### src/rtl/axis_dwidth_pkg.sv
// Shared helpers for the AXI4-Stream width converters (upsizer and downsizer).
package axis_dwidth_pkg;

    // Number of bits needed to index 'value' distinct lanes (ceil(log2(value))).
    function automatic int clog2(input int value);
        int result;
        result = 32'sd0;
        for (int v = value - 32'sd1; v > 32'sd0; v = v >>> 1) begin
            result = result + 32'sd1;
        end
        return result;
    endfunction

    // Bit offset of lane 'lane' inside a wide word built from 'width'-bit lanes.
    function automatic int lane_lsb(input int lane, input int width);
        return lane * width;
    endfunction

endpackage

### src/rtl/my_axis_dwidth_downsize.sv
// AXI4-Stream downsizer: one wide beat of WIDTH*NUM_REG bits is replayed as
// up to NUM_REG narrow beats, lane 0 first. A single holding register plus a
// lane index is the whole datapath; a new wide beat may load in the same cycle
// the final lane drains, so the narrow side runs without bubbles.
module my_axis_dwidth_downsize
    import axis_dwidth_pkg::*;
#(
    parameter int WIDTH   = 32,
    parameter int NUM_REG = 2
) (
    input  logic                       aclk,
    input  logic                       areset,
    input  logic                       s_axis_tvalid,
    output logic                       s_axis_tready,
    input  logic [WIDTH*NUM_REG-1:0]   s_axis_tdata,
    input  logic [NUM_REG-1:0]         s_axis_tkeep,
    input  logic                       s_axis_tlast,
    output logic                       m_axis_tvalid,
    input  logic                       m_axis_tready,
    output logic [WIDTH-1:0]           m_axis_tdata,
    output logic                       m_axis_tlast
);

    localparam int                DATA_W   = WIDTH * NUM_REG;
    localparam int                IDX_W    = clog2(NUM_REG);
    localparam logic [IDX_W-1:0]  LAST_IDX = IDX_W'(NUM_REG - 1);
    localparam logic [IDX_W-1:0]  IDX_ONE  = IDX_W'(1);

    logic [DATA_W-1:0]  data_r;
    logic [NUM_REG-1:0] keep_r;
    logic               last_r;
    logic [IDX_W-1:0]   idx_r;
    logic               full_r;

    logic [IDX_W-1:0]   next_idx_s;
    logic               final_lane_s;
    logic               s_ready_s;
    logic               accept_s;
    logic               drain_s;
    logic [WIDTH-1:0]   lane_data_s;

    // Decide whether the lane on the output is the last one to emit from the held word.
    // next_idx_s wraps to 0 at the top lane, but the idx==LAST_IDX term already covers that case.
    always_comb begin
        next_idx_s   = idx_r + IDX_ONE;
        final_lane_s = (idx_r == LAST_IDX) || !keep_r[next_idx_s];
    end

    // Handshake qualifiers; upstream ready is held low during reset.
    always_comb begin
        s_ready_s = !areset && (!full_r || (m_axis_tready && final_lane_s));
        accept_s  = s_axis_tvalid && s_ready_s;
        drain_s   = full_r && m_axis_tready;
    end

    // Select the current lane from the held word.
    always_comb begin
        lane_data_s = data_r[lane_lsb(int'(idx_r), WIDTH) +: WIDTH];
    end

    // Holding register: load on accept, step the lane index on narrow handshakes.
    always_ff @(posedge aclk or posedge areset) begin
        if (areset) begin
            data_r <= '0;
            keep_r <= '0;
            last_r <= 1'b0;
            idx_r  <= '0;
            full_r <= 1'b0;
        end else if (accept_s) begin
            data_r <= s_axis_tdata;
            keep_r <= s_axis_tkeep;
            last_r <= s_axis_tlast;
            idx_r  <= '0;
            full_r <= 1'b1;
        end else if (drain_s && final_lane_s) begin
            idx_r  <= '0;
            full_r <= 1'b0;
        end else if (drain_s) begin
            idx_r  <= next_idx_s;
        end else begin
            idx_r  <= idx_r;
            full_r <= full_r;
        end
    end

    // Output drive straight from the held state.
    always_comb begin
        s_axis_tready = s_ready_s;
        m_axis_tvalid = full_r;
        m_axis_tdata  = lane_data_s;
        m_axis_tlast  = last_r && final_lane_s;
    end

endmodule

### config.mk
export PLATFORM = sky130hd
export DESIGN_NAME = my_axis_dwidth_downsize
export DESIGN_NICKNAME = d
export VERILOG_FILES = /design/src/rtl/axis_dwidth_pkg.sv /design/src/rtl/my_axis_dwidth_downsize.sv
export SDC_FILE = /design/constraint.sdc
export NUM_CORES = 1
export LEC_CHECK = 0
export BUFFER_PORTS_ARGS = -buffer_cell sky130_fd_sc_hd__buf_2
export CORE_ASPECT_RATIO = 0.5
export CORE_MARGIN = 5
export CORE_UTILIZATION = 45
export DETAILED_ROUTE_END_ITERATION = 8
export PLACE_DENSITY = 0.81
export SLEW_MARGIN = 30
export SYNTH_ARGS = -nofsm -noshare
export SYNTH_HDL_FRONTEND = slang
export SYNTH_SLANG_ARGS = --single-unit
### constraint.sdc
create_clock -name aclk -period 1.98 [get_ports aclk]
set_input_delay 0.297 -clock aclk [delete_from_list [all_inputs] [get_ports aclk]]
set_output_delay 0.297 -clock aclk [all_outputs]
set_load 0.02 [all_outputs]
==> results.md, run 1 <==
* Outcome: finished clean
* Initial DRC Count at 54
* Die ar. at 0.00847 mm^2
* Pin count of the biggest net entering global routing at 53
* Slew headroom at 72.9%
* Drt pass-1 iters at 4
* Final worst setup slack at 100 ps
* Detailed placement HPWL at 4560 um
* First-pass GRT wire length at 10,200 um
* Die width at 125 um
* Crit path from: areset
* WS Path Type: in -> reg
* Gp weighted congestion at 0.697
* Final min period at 1880 ps
* Layout cell share with drive strength beyond 1 at 55.5%
* Mapped Cells at 193
* Cell area after synthesis at 0.00299 mm^2
* Final Cycle Share at 95.0%
* Via count at 1,966
* PD cells at 1480 mW/mm^2
* Nets at 377
* CTS root buf: clkbuf_16
* Avg WL per Cell at 15.8 um
* CTS tree: yes
* Overall power at 5.87 mW
* Crit end category: flip-flop
* Worst-path maximum fanout at 19
* Synth Register Bits at 68
* Hold path depth at 2
* Fmax at 0.532 GHz
* Clk slew on worst S/H paths at 50 ps
* Drc violations at 0
* Hold WS at 194 ps
* Ys Warns at 0
* Max rail drop VDD at 0.732 mV
* Drt total wl at 6360 um
* Met3 Wirelength at 281 um
* Initial Util at 45.5%
* Htree depth at 3
* Startpoint Class: primary input
* Chip Height at 67.6 um
* DR top layer: met4
* # setup viols final at 0
* Synth Flop Type: dfrtp_1
* Post-DR vias/cell at 4.89
* Max cap viols at 0
* Syn Area/Cell at 15.5 um^2
* TNS Setup at 0 ps
* Grt total ovfl at 0
* Clock Path Buffers at 2
* Distinct cells, synth at 19
* FFs w/ async S/R, synth at 100%
* Worst EP arrival at 2070 ps
* FF-to-FF End: data_r[27]
* Clk sink count at 68
* Endpoints failing hold at 0
* Row Count at 21
* Slew @ Worst Pin at 406 ps
* Worst r2r path cells at 5
* Routed wl met2 at 3590 um
* Hold wc startpoint: s_axis_tdata[42]
* Max Slew Vio Count at 0
* Core box area at 0.00657 mm^2
* HP Class: in -> reg
* Seq/Total Area, Yosys at 56.9%
* Leakage at 1.83 nW
* Number of synthesized flops with an enable pin at 0
* Placement Setup Slack at 196 ps
* Req. time, crit path at 2170 ps
* Worst skew pair latency at 320 ps
* Vias in the first global route at 2,213
* Hold Path Sink: data_r[42]
* Final instance area at 0.00398 mm^2
* ANT cells at 0
* RSZ-0062 raised after global routing: no
* DP Area at 0.00362 mm^2
* Syn-to-layout area delta at 33.0%
* ANT nets after route at 0
* I/O Pins at 106
* Clock skew at 6.34 ps
* Synth Net Count at 264
* Met1 wire length at 2450 um
* R2R Path Start: m_axis_tvalid
* Initial antenna violation count at 0
* CTS Buf Count at 9
* R2R Setup Slk at 280 ps
* Port bufs at 104
* GRT Util Overall at 15.2%
[kinds of logic (layout without fill, tap and decap cells)]
| family | count (synthesis) | count (layout) | synth area share, % |
|---|---|---|---|
| multiplexers | 97 | 97 | 36.5 |
| AO/OA/AOI/OAI | 7 | 7 | 1.76 |
| AND/OR/NAND/NOR | 9 | 9 | 1.84 |
| flip-flops | 68 | 68 | 56.9 |
| buffers and inverters | 12 | 129 | 2.97 |
[layout make-up]
class	count	area (um^2)
repair buffers	113	648
clock inverters	1	5.00
clock buffers	14	284
multi-input cells	113	1210
flip-flops and latches	68	1700
well taps	92	115
fillers	541	2590
inverters	1	7.51
[worst max-delay path: stages]
cell and delay, ps:
dlygate4sd3_1 540, buf_2 160, nand2b_4 160, a211oi_4 210
buf_6 170, clkbuf_16 200, mux2_1 340
[layer usage]
| metal | vias up | track usage, % |
|---|---|---|
| met5 | - | 0 |
| li1 | 918 | - |
| met4 | 0 | 5.00 |
| met2 | 43 | 30.1 |
| met1 | 1001 | 15.7 |
| met3 | 4 | 4.98 |
[through the flow]
stage	utilization [%]	std cells
finish	60.5	402
global route	60.5	402
CTS	59.7	400
detailed placement	55.1	384
global placement	55.1	384
floorplan	-	193
[synthesized netlist by cell type, types with 2 or more instances]
| cell | n | area [um^2] |
|---|---|---|
| nand2b_1 | 3 | 18.8 |
| nor2b_1 | 3 | 18.8 |
| buf_6 | 5 | 56.3 |
| mux2_1 | 55 | 619 |
| mux2_2 | 42 | 473 |
| dfrtp_1 | 68 | 1700 |
| buf_1 | 3 | 11.3 |
| buf_2 | 2 | 10.0 |
| o21ai_0 | 2 | 10.0 |
[report_power, final]
group | internal (mW) | total (mW) | switching (mW) | leakage (nW)
registers | 1.94 | 2.20 | 0.258 | 0.796
logic | 1.06 | 2.18 | 1.13 | 0.893
clock network | 0.974 | 1.49 | 0.516 | 0.145
total | 3.97 | 5.87 | 1.90 | 1.83
[sequential cells by signal (all words and copies together) (netlist names)]
signal / flops
data_r: 64
idx_r: 1
keep_r: 1
last_r: 1
m_axis_tvalid: 1
[cells in the final DEF (no fill, tap or decap)]
| cell type | Yosys | final |
|---|---|---|
| nand2_1 | 1 | 1 |
| dfrtp_1 | 68 | 68 |
| o21ai_0 | 2 | 2 |
| buf_6 | 5 | 4 |
| nand3_1 | 1 | 1 |
| clkbuf_8 | 0 | 4 |
| clkbuf_16 | 0 | 10 |
| buf_4 | 1 | 1 |
| mux2_2 | 42 | 42 |
| dlygate4sd3_1 | 0 | 1 |
| nand2b_1 | 3 | 2 |
| clkinvlp_4 | 0 | 1 |
| nor2b_2 | 1 | 1 |
| nor2b_1 | 3 | 3 |
| mux2_1 | 55 | 55 |
| a211oi_4 | 0 | 1 |
| clkbuf_1 | 0 | 1 |
| a21o_1 | 1 | 1 |
| clkinv_2 | 0 | 1 |
| buf_12 | 0 | 2 |
| a21boi_0 | 1 | 1 |
| nand2b_4 | 0 | 1 |
| a32o_1 | 1 | 1 |
| a21oi_1 | 1 | 1 |
| buf_2 | 2 | 104 |
[worst max-delay path by stage]
stage,end,cells past startpoint
finish,data_r[27],7
global route,data_r[62],7
CTS,data_r[18],6
detailed placement,data_r[18],4
global placement,data_r[57],4
floorplan,data_r[10],5
[timing repair]
item | 4_1_cts | 5_1_grt
setup endpoints to repair | 0 | 74
gates resized for setup | 0 | 6
hold buffers | 1 | 0
buffers inserted | 0 | 1
hold endpoints to repair | 5 | 0
Power figures use the tool's default switching activity.
==> run 2: changes to the inputs <==
Settings changed: PLACE_DENSITY 0.81 to 0.78, REMOVE_ABC_BUFFERS from default to 1.
Clock period 1.98 ns to 2.1 ns, I/O delays scaled along.
==> run 2 against run 1 <==
Against the previous run: clock-buffer cell count fell by 1; via count shrank 2.3%; sequential share of layout area grew 0.82 points; non-clock buffer count shrank 3; largest cell class unchanged.
==> results.md, run 2 (same netlist as run 1, synthesis figures left out) <==
* Outcome: finished clean
* Pin count of the biggest net entering global routing at 37 (-30%)
* WS Path Type: reg -> out
* # setup viols final at 0 (unchanged)
* Highest-count cells in the layout ignoring fill and taps: buf_2, dfrtp_1, mux2_1
* Initial Util at 45.5% (unchanged)
* Detailed placement HPWL at 4520 um (-0.88%)
* Worst r2r path cells at 4 (-1)
* Die ar. at 0.00847 mm^2 (unchanged)
* Top reg by flops: data_r
* Placement Setup Slack at 323 ps (+127 ps)
* Drc violations at 0 (unchanged)
* Via count at 1,921 (-2.3%)
* Gp weighted congestion at 0.755 (+8.3%)
* First-pass GRT wire length at 9890 um (-2.6%)
* CTS resizes at 0 (unchanged)
* I/O Pins at 106 (unchanged)
* ANT cells at 0 (unchanged)
* Drt pass-1 iters at 3 (-1)
* Final worst setup slack at 156 ps (+55.8 ps)
* ANT nets after route at 0 (unchanged)
* Max rail drop VDD at 0.641 mV (-12%)
* Initial DRC Count at 51 (-5.6%)
* Core box area at 0.00657 mm^2 (unchanged)
* Syn-to-layout area delta at 30.5%
* R2R Path Start: m_axis_tvalid
* CTS tree: yes
* FF-to-FF End: data_r[28]
* Worst skew pair latency at 320 ps (about the same)
* Largest register FFs at 64 (unchanged)
* Worst-path maximum fanout at 17 (-2)
* Crit end category: output pin
* Clk slew on worst S/H paths at 50 ps (about the same)
* Initial antenna violation count at 0 (unchanged)
* Commonest non-fill, non-tap cell in the layout: buf_2
* Clock skew at 3.41 ps (-2.93 ps)
* Layout cell share with drive strength beyond 1 at 54.7% (-0.76 points)
* R2R Setup Slk at 320 ps (+40 ps)
* Die width at 125 um (unchanged)
* Post-DR vias/cell at 4.81 (-1.6%)
* Nets at 374 (-0.80%)
* Avg WL per Cell at 15.2 um (-3.9%)
* HP Class: in -> async
* Chip Height at 67.6 um (unchanged)
* Drt total wl at 6060 um (-4.6%)
* Grt total ovfl at 0 (unchanged)
* Port bufs at 104 (unchanged)
* Slew headroom at 65.0% (-7.8 points)
* Fill cell count at 526 (-2.8%)
* Setup bufs post-CTS at 0 (unchanged)
* Startpoint Class: flip-flop
* Hold_buf cts at 0 (-1)
* CP peak stage delay at 460 ps (-80 ps)
* Slew @ Worst Pin at 524 ps (+118 ps)
* Vias in the first global route at 2,061 (-6.9%)
* CTS root buf: clkbuf_16
* Worst EP arrival at 1630 ps (-440 ps)
* Endpoints failing hold at 0 (unchanged)
* CP cell instances: buf_4 -> mux2_2 -> buf_2
* PD cells at 1390 mW/mm^2 (-5.5%)
* GRT Util Overall at 15.1% (-0.15 points)
* Clock Path Buffers at 2 (unchanged)
* Htree depth at 3 (unchanged)
* Final min period at 1940 ps
* Worst Path Buf+Inv at 2 (-2)
* Row Count at 21 (unchanged)
* Final Cycle Share at 92.6%
* RSZ-0062 raised after global routing: no
* TNS Setup at 0 ps (unchanged)
* Top Family by Delay on Critical Path: buffers and inverters
* Req. time, crit path at 1780 ps (-390 ps)
* Max Slew Vio Count at 0 (unchanged)
* Fmax at 0.514 GHz
* Worst path slowest cell: dfrtp_1
* Max cap viols at 0 (unchanged)
* Leakage at 1.80 nW (-1.8%)
* CTS Buf Count at 9 (unchanged)
* Clk sink count at 68 (unchanged)
==> run 2: per-layer routing <==
| layer | up-vias | track usage, % | wire length [um] |
|---|---|---|---|
| li1 | 909 | - | - |
| met4 | 0 | 6.35 | 89 |
| met1 | 965 | 15.7 | 2300 |
| met5 | - | 0 | 0 |
| met3 | 9 | 5.53 | 264 |
| met2 | 38 | 28.3 | 3410 |
==> run 2: area by class of cell <==
class                   instances  area, um^2  share of cell area (%)
clock buffers                  13         260                    6.67
clock inverters                 2        10.0                   0.257
inverters                       1        3.75                  0.0962
multi-input cells             113        1210                    30.9
flip-flops and latches         68        1700                    43.6
well taps                      92         115                    2.95
repair buffers                110         603                    15.5
==> run 2: through the flow <==
stage | util, % | power [mW] | cell area, um^2 | hold WS [ps] | instances
after floorplan | - | 3.47 | 2910 | 448 | 182
after global placement | 55.3 | 4.04 | 3630 | 388 | 384
after detailed placement | 55.3 | 4.16 | 3630 | 405 | 384
after CTS | 59.4 | 5.54 | 3900 | 63.9 | 399
after global routing | 59.4 | 5.77 | 3900 | 104 | 399
final | 59.4 | 5.44 | 3900 | 58.0 | 399
==> run 2: how the worst max path moves through the flow <==
stage | start | endpoint | slack, ps | depth (start not counted)
6_report | idx_r | m_axis_tdata[30] | 160 | 3
5_1_grt | idx_r | m_axis_tdata[30] | 60 | 3
4_1_cts | idx_r | m_axis_tdata[30] | 130 | 3
3_5_place_dp | m_axis_tvalid | data_r[28] | 320 | 4
3_3_place_gp | m_axis_tvalid | data_r[59] | 380 | 4
2_1_floorplan | idx_r | data_r[51] | -2430 | 3
==> run 2: power by group <==
part / total, mW / internal [mW] / switching, mW / leakage [nW]
clock network: 1.34 / 0.851 / 0.484 / 0.135
logic: 2.02 / 0.976 / 1.05 / 0.870
registers: 2.08 / 1.83 / 0.251 / 0.796
total: 5.44 / 3.66 / 1.78 / 1.80
==> run 2: worst reg2reg max path, delay by kind of cell, from the launching register on <==
kind                   cells  cell delay [ps]
AND/OR/NAND/NOR            1              200
multiplexers               1              380
AO/OA/AOI/OAI              1              330
buffers and inverters      1              270
flip-flops                 1              480
==> run 3: changes to the inputs <==
Settings changed: BUFFER_PORTS_ARGS -buffer_cell sky130_fd_sc_hd__buf_2 to -buffer_cell sky130_fd_sc_hd__buf_4, CTS_BUF_LIST from default to sky130_fd_sc_hd__clkbuf_8 sky130_fd_sc_hd__clkbuf_16.
==> run 3 against run 2 <==
Against the previous run: register-to-register slack got worse by 120 ps; maximum frequency rose by 2.1%; sequential share of layout area fell by 2.9 points; cell count rose by 0.25%; clock skew rose by 0.69 ps; critical endpoint is now data_r[21]; largest cell class unchanged.
==> results.md, run 3 (same netlist as run 1, synthesis figures left out) <==
* Outcome: finished clean
* Final Cycle Share at 90.7% (-1.9 points)
* PD cells at 1390 mW/mm^2 (-0.42%)
* Max cap viols at 0 (unchanged)
* Drt pass-1 iters at 4 (+1)
* Worst r2r path cells at 4 (unchanged)
* Detailed placement HPWL at 4810 um (+6.6%)
* Pin count of the biggest net entering global routing at 39 (+5.4%)
* Req. time, crit path at 2300 ps (+520 ps)
* I/O Pins at 106 (unchanged)
* Max Slew Vio Count at 0 (unchanged)
* Via count at 1,962 (+2.1%)
* Port bufs at 104 (unchanged)
* Vias in the first global route at 2,226 (+8.0%)
* Slew @ Worst Pin at 788 ps (+264 ps)
* Final worst setup slack at 196 ps (+40.3 ps)
* Overall power at 5.80 mW (+6.6%)
* Worst skew pair latency at 320 ps (about the same)
* Endpoints failing hold at 0 (unchanged)
* FF-to-FF End: data_r[21]
* Die width at 125 um (unchanged)
* Crit end category: flip-flop
* Chip Height at 67.6 um (unchanged)
* First-pass GRT wire length at 10,800 um (+8.9%)
* Avg WL per Cell at 16.5 um (+8.3%)
* Placement Setup Slack at 204 ps (-119 ps)
* TNS Setup at 0 ps (unchanged)
* DP Area at 0.00389 mm^2 (+7.0%)
* CTS root buf: clkbuf_16
* HP Class: in -> async
* Layout cell share with drive strength beyond 1 at 55.2% (+0.47 points)
* WS Path Type: reg -> reg
* Drt total wl at 6580 um (+8.6%)
* Initial Util at 45.5% (unchanged)
* Leakage at 1.91 nW (+5.8%)
* ANT cells at 0 (unchanged)
* CTS resizes at 0 (unchanged)
* Max rail drop VDD at 0.719 mV (+12%)
* Final instance area at 0.00418 mm^2 (+7.0%)
* Initial antenna violation count at 0 (unchanged)
* Nets at 375 (+0.27%)
* Worst-path maximum fanout at 27 (+10)
* Htree depth at 3 (unchanged)
* Drc violations at 0 (unchanged)
* R2R Path Start: m_axis_tvalid
* Post-DR vias/cell at 4.91 (+1.9%)
* Die ar. at 0.00847 mm^2 (unchanged)
* Gp weighted congestion at 0.770 (+2.0%)
* Clk slew on worst S/H paths at 50 ps (about the same)
* Clock skew at 4.10 ps (+0.692 ps)
* Fmax at 0.525 GHz (+2.1%)
* CTS tree: yes
* Highest-count cells in the layout ignoring fill and taps: buf_4, dfrtp_1, mux2_1
* Worst EP arrival at 2110 ps (+480 ps)
* Commonest non-fill, non-tap cell in the layout: buf_4
* Largest register FFs at 64 (unchanged)
* Top reg by flops: data_r
* Clock Path Buffers at 2 (unchanged)
* ANT nets after route at 0 (unchanged)
* Setup bufs post-CTS at 0 (unchanged)
* Core box area at 0.00657 mm^2 (unchanged)
* GRT Util Overall at 16.5% (+1.4 points)
* RSZ-0062 raised after global routing: no
* Syn-to-layout area delta at 39.6%
* Row Count at 21 (unchanged)
* Final min period at 1900 ps (-40.3 ps)
* Initial DRC Count at 94 (+84%)
* # setup viols final at 0 (unchanged)
* Startpoint Class: flip-flop
* R2R Setup Slk at 200 ps (-120 ps)
* Hold_buf cts at 0 (unchanged)
* Slew headroom at 47.4% (-18 points)
* Grt total ovfl at 0 (unchanged)
* CTS Buf Count at 9 (unchanged)
* Clk sink count at 68 (unchanged)
## run 3: cell count changes in the layout (fill, tap and decap cells not counted), moves of 2 or more
cell,previous run,this run
clkbuf_1,2,0
buf_2,104,0
clkbuf_8,2,4
buf_4,3,109
## run 3: cell type report
cell class | instances | area [um^2]
Multi-Input combinational cell | 113 | 1210
Inverter | 1 | 3.75
Clock buffer | 13 | 280
Clock inverter | 2 | 8.76
Fill cell | 510 | 2390
Timing Repair Buffer | 111 | 858
Tap cell | 92 | 115
Sequential cell | 68 | 1700
## run 3: worst max-delay path: stages, from the launching register on
cell and delay [ps]:
dfrtp_1 490, nor2b_1 220, a211oi_4 290, buf_4 390, mux2_1 380
## run 3: stage by stage
step                      util [%]  hold WS (ps)  cells
final                         63.6           161    400
after CTS                     63.6           183    400
after detailed placement      59.2           471    385
after floorplan                  -           448    182
after global placement        59.2           461    385
after global routing          63.6           192    400
## run 3: worst max path at each step
| stage | startpoint | to | slack, ps | depth (start not counted) |
|---|---|---|---|---|
| floorplan | idx_r | data_r[51] | -2430 | 3 |
| global placement | m_axis_tvalid | data_r[52] | 290 | 4 |
| detailed placement | m_axis_tvalid | data_r[57] | 200 | 4 |
| CTS | m_axis_tvalid | data_r[21] | 180 | 4 |
| global route | m_axis_tvalid | data_r[8] | 90 | 4 |
| finish | m_axis_tvalid | data_r[21] | 200 | 4 |
## run 3: metal layers
metal  share of wire [%]  track usage (%)  routed length [um]
met5                   0                0                   0
met4                 1.2             9.05                  78
met3                 3.5             4.19                 232
met2                  57             30.9                3760
met1                  38             17.6                2510
## run 3: where the power goes
part           switching, mW  internal, mW
combinational           1.09          1.21
clock                  0.501         0.914
sequential             0.253          1.83
total                   1.84          3.96
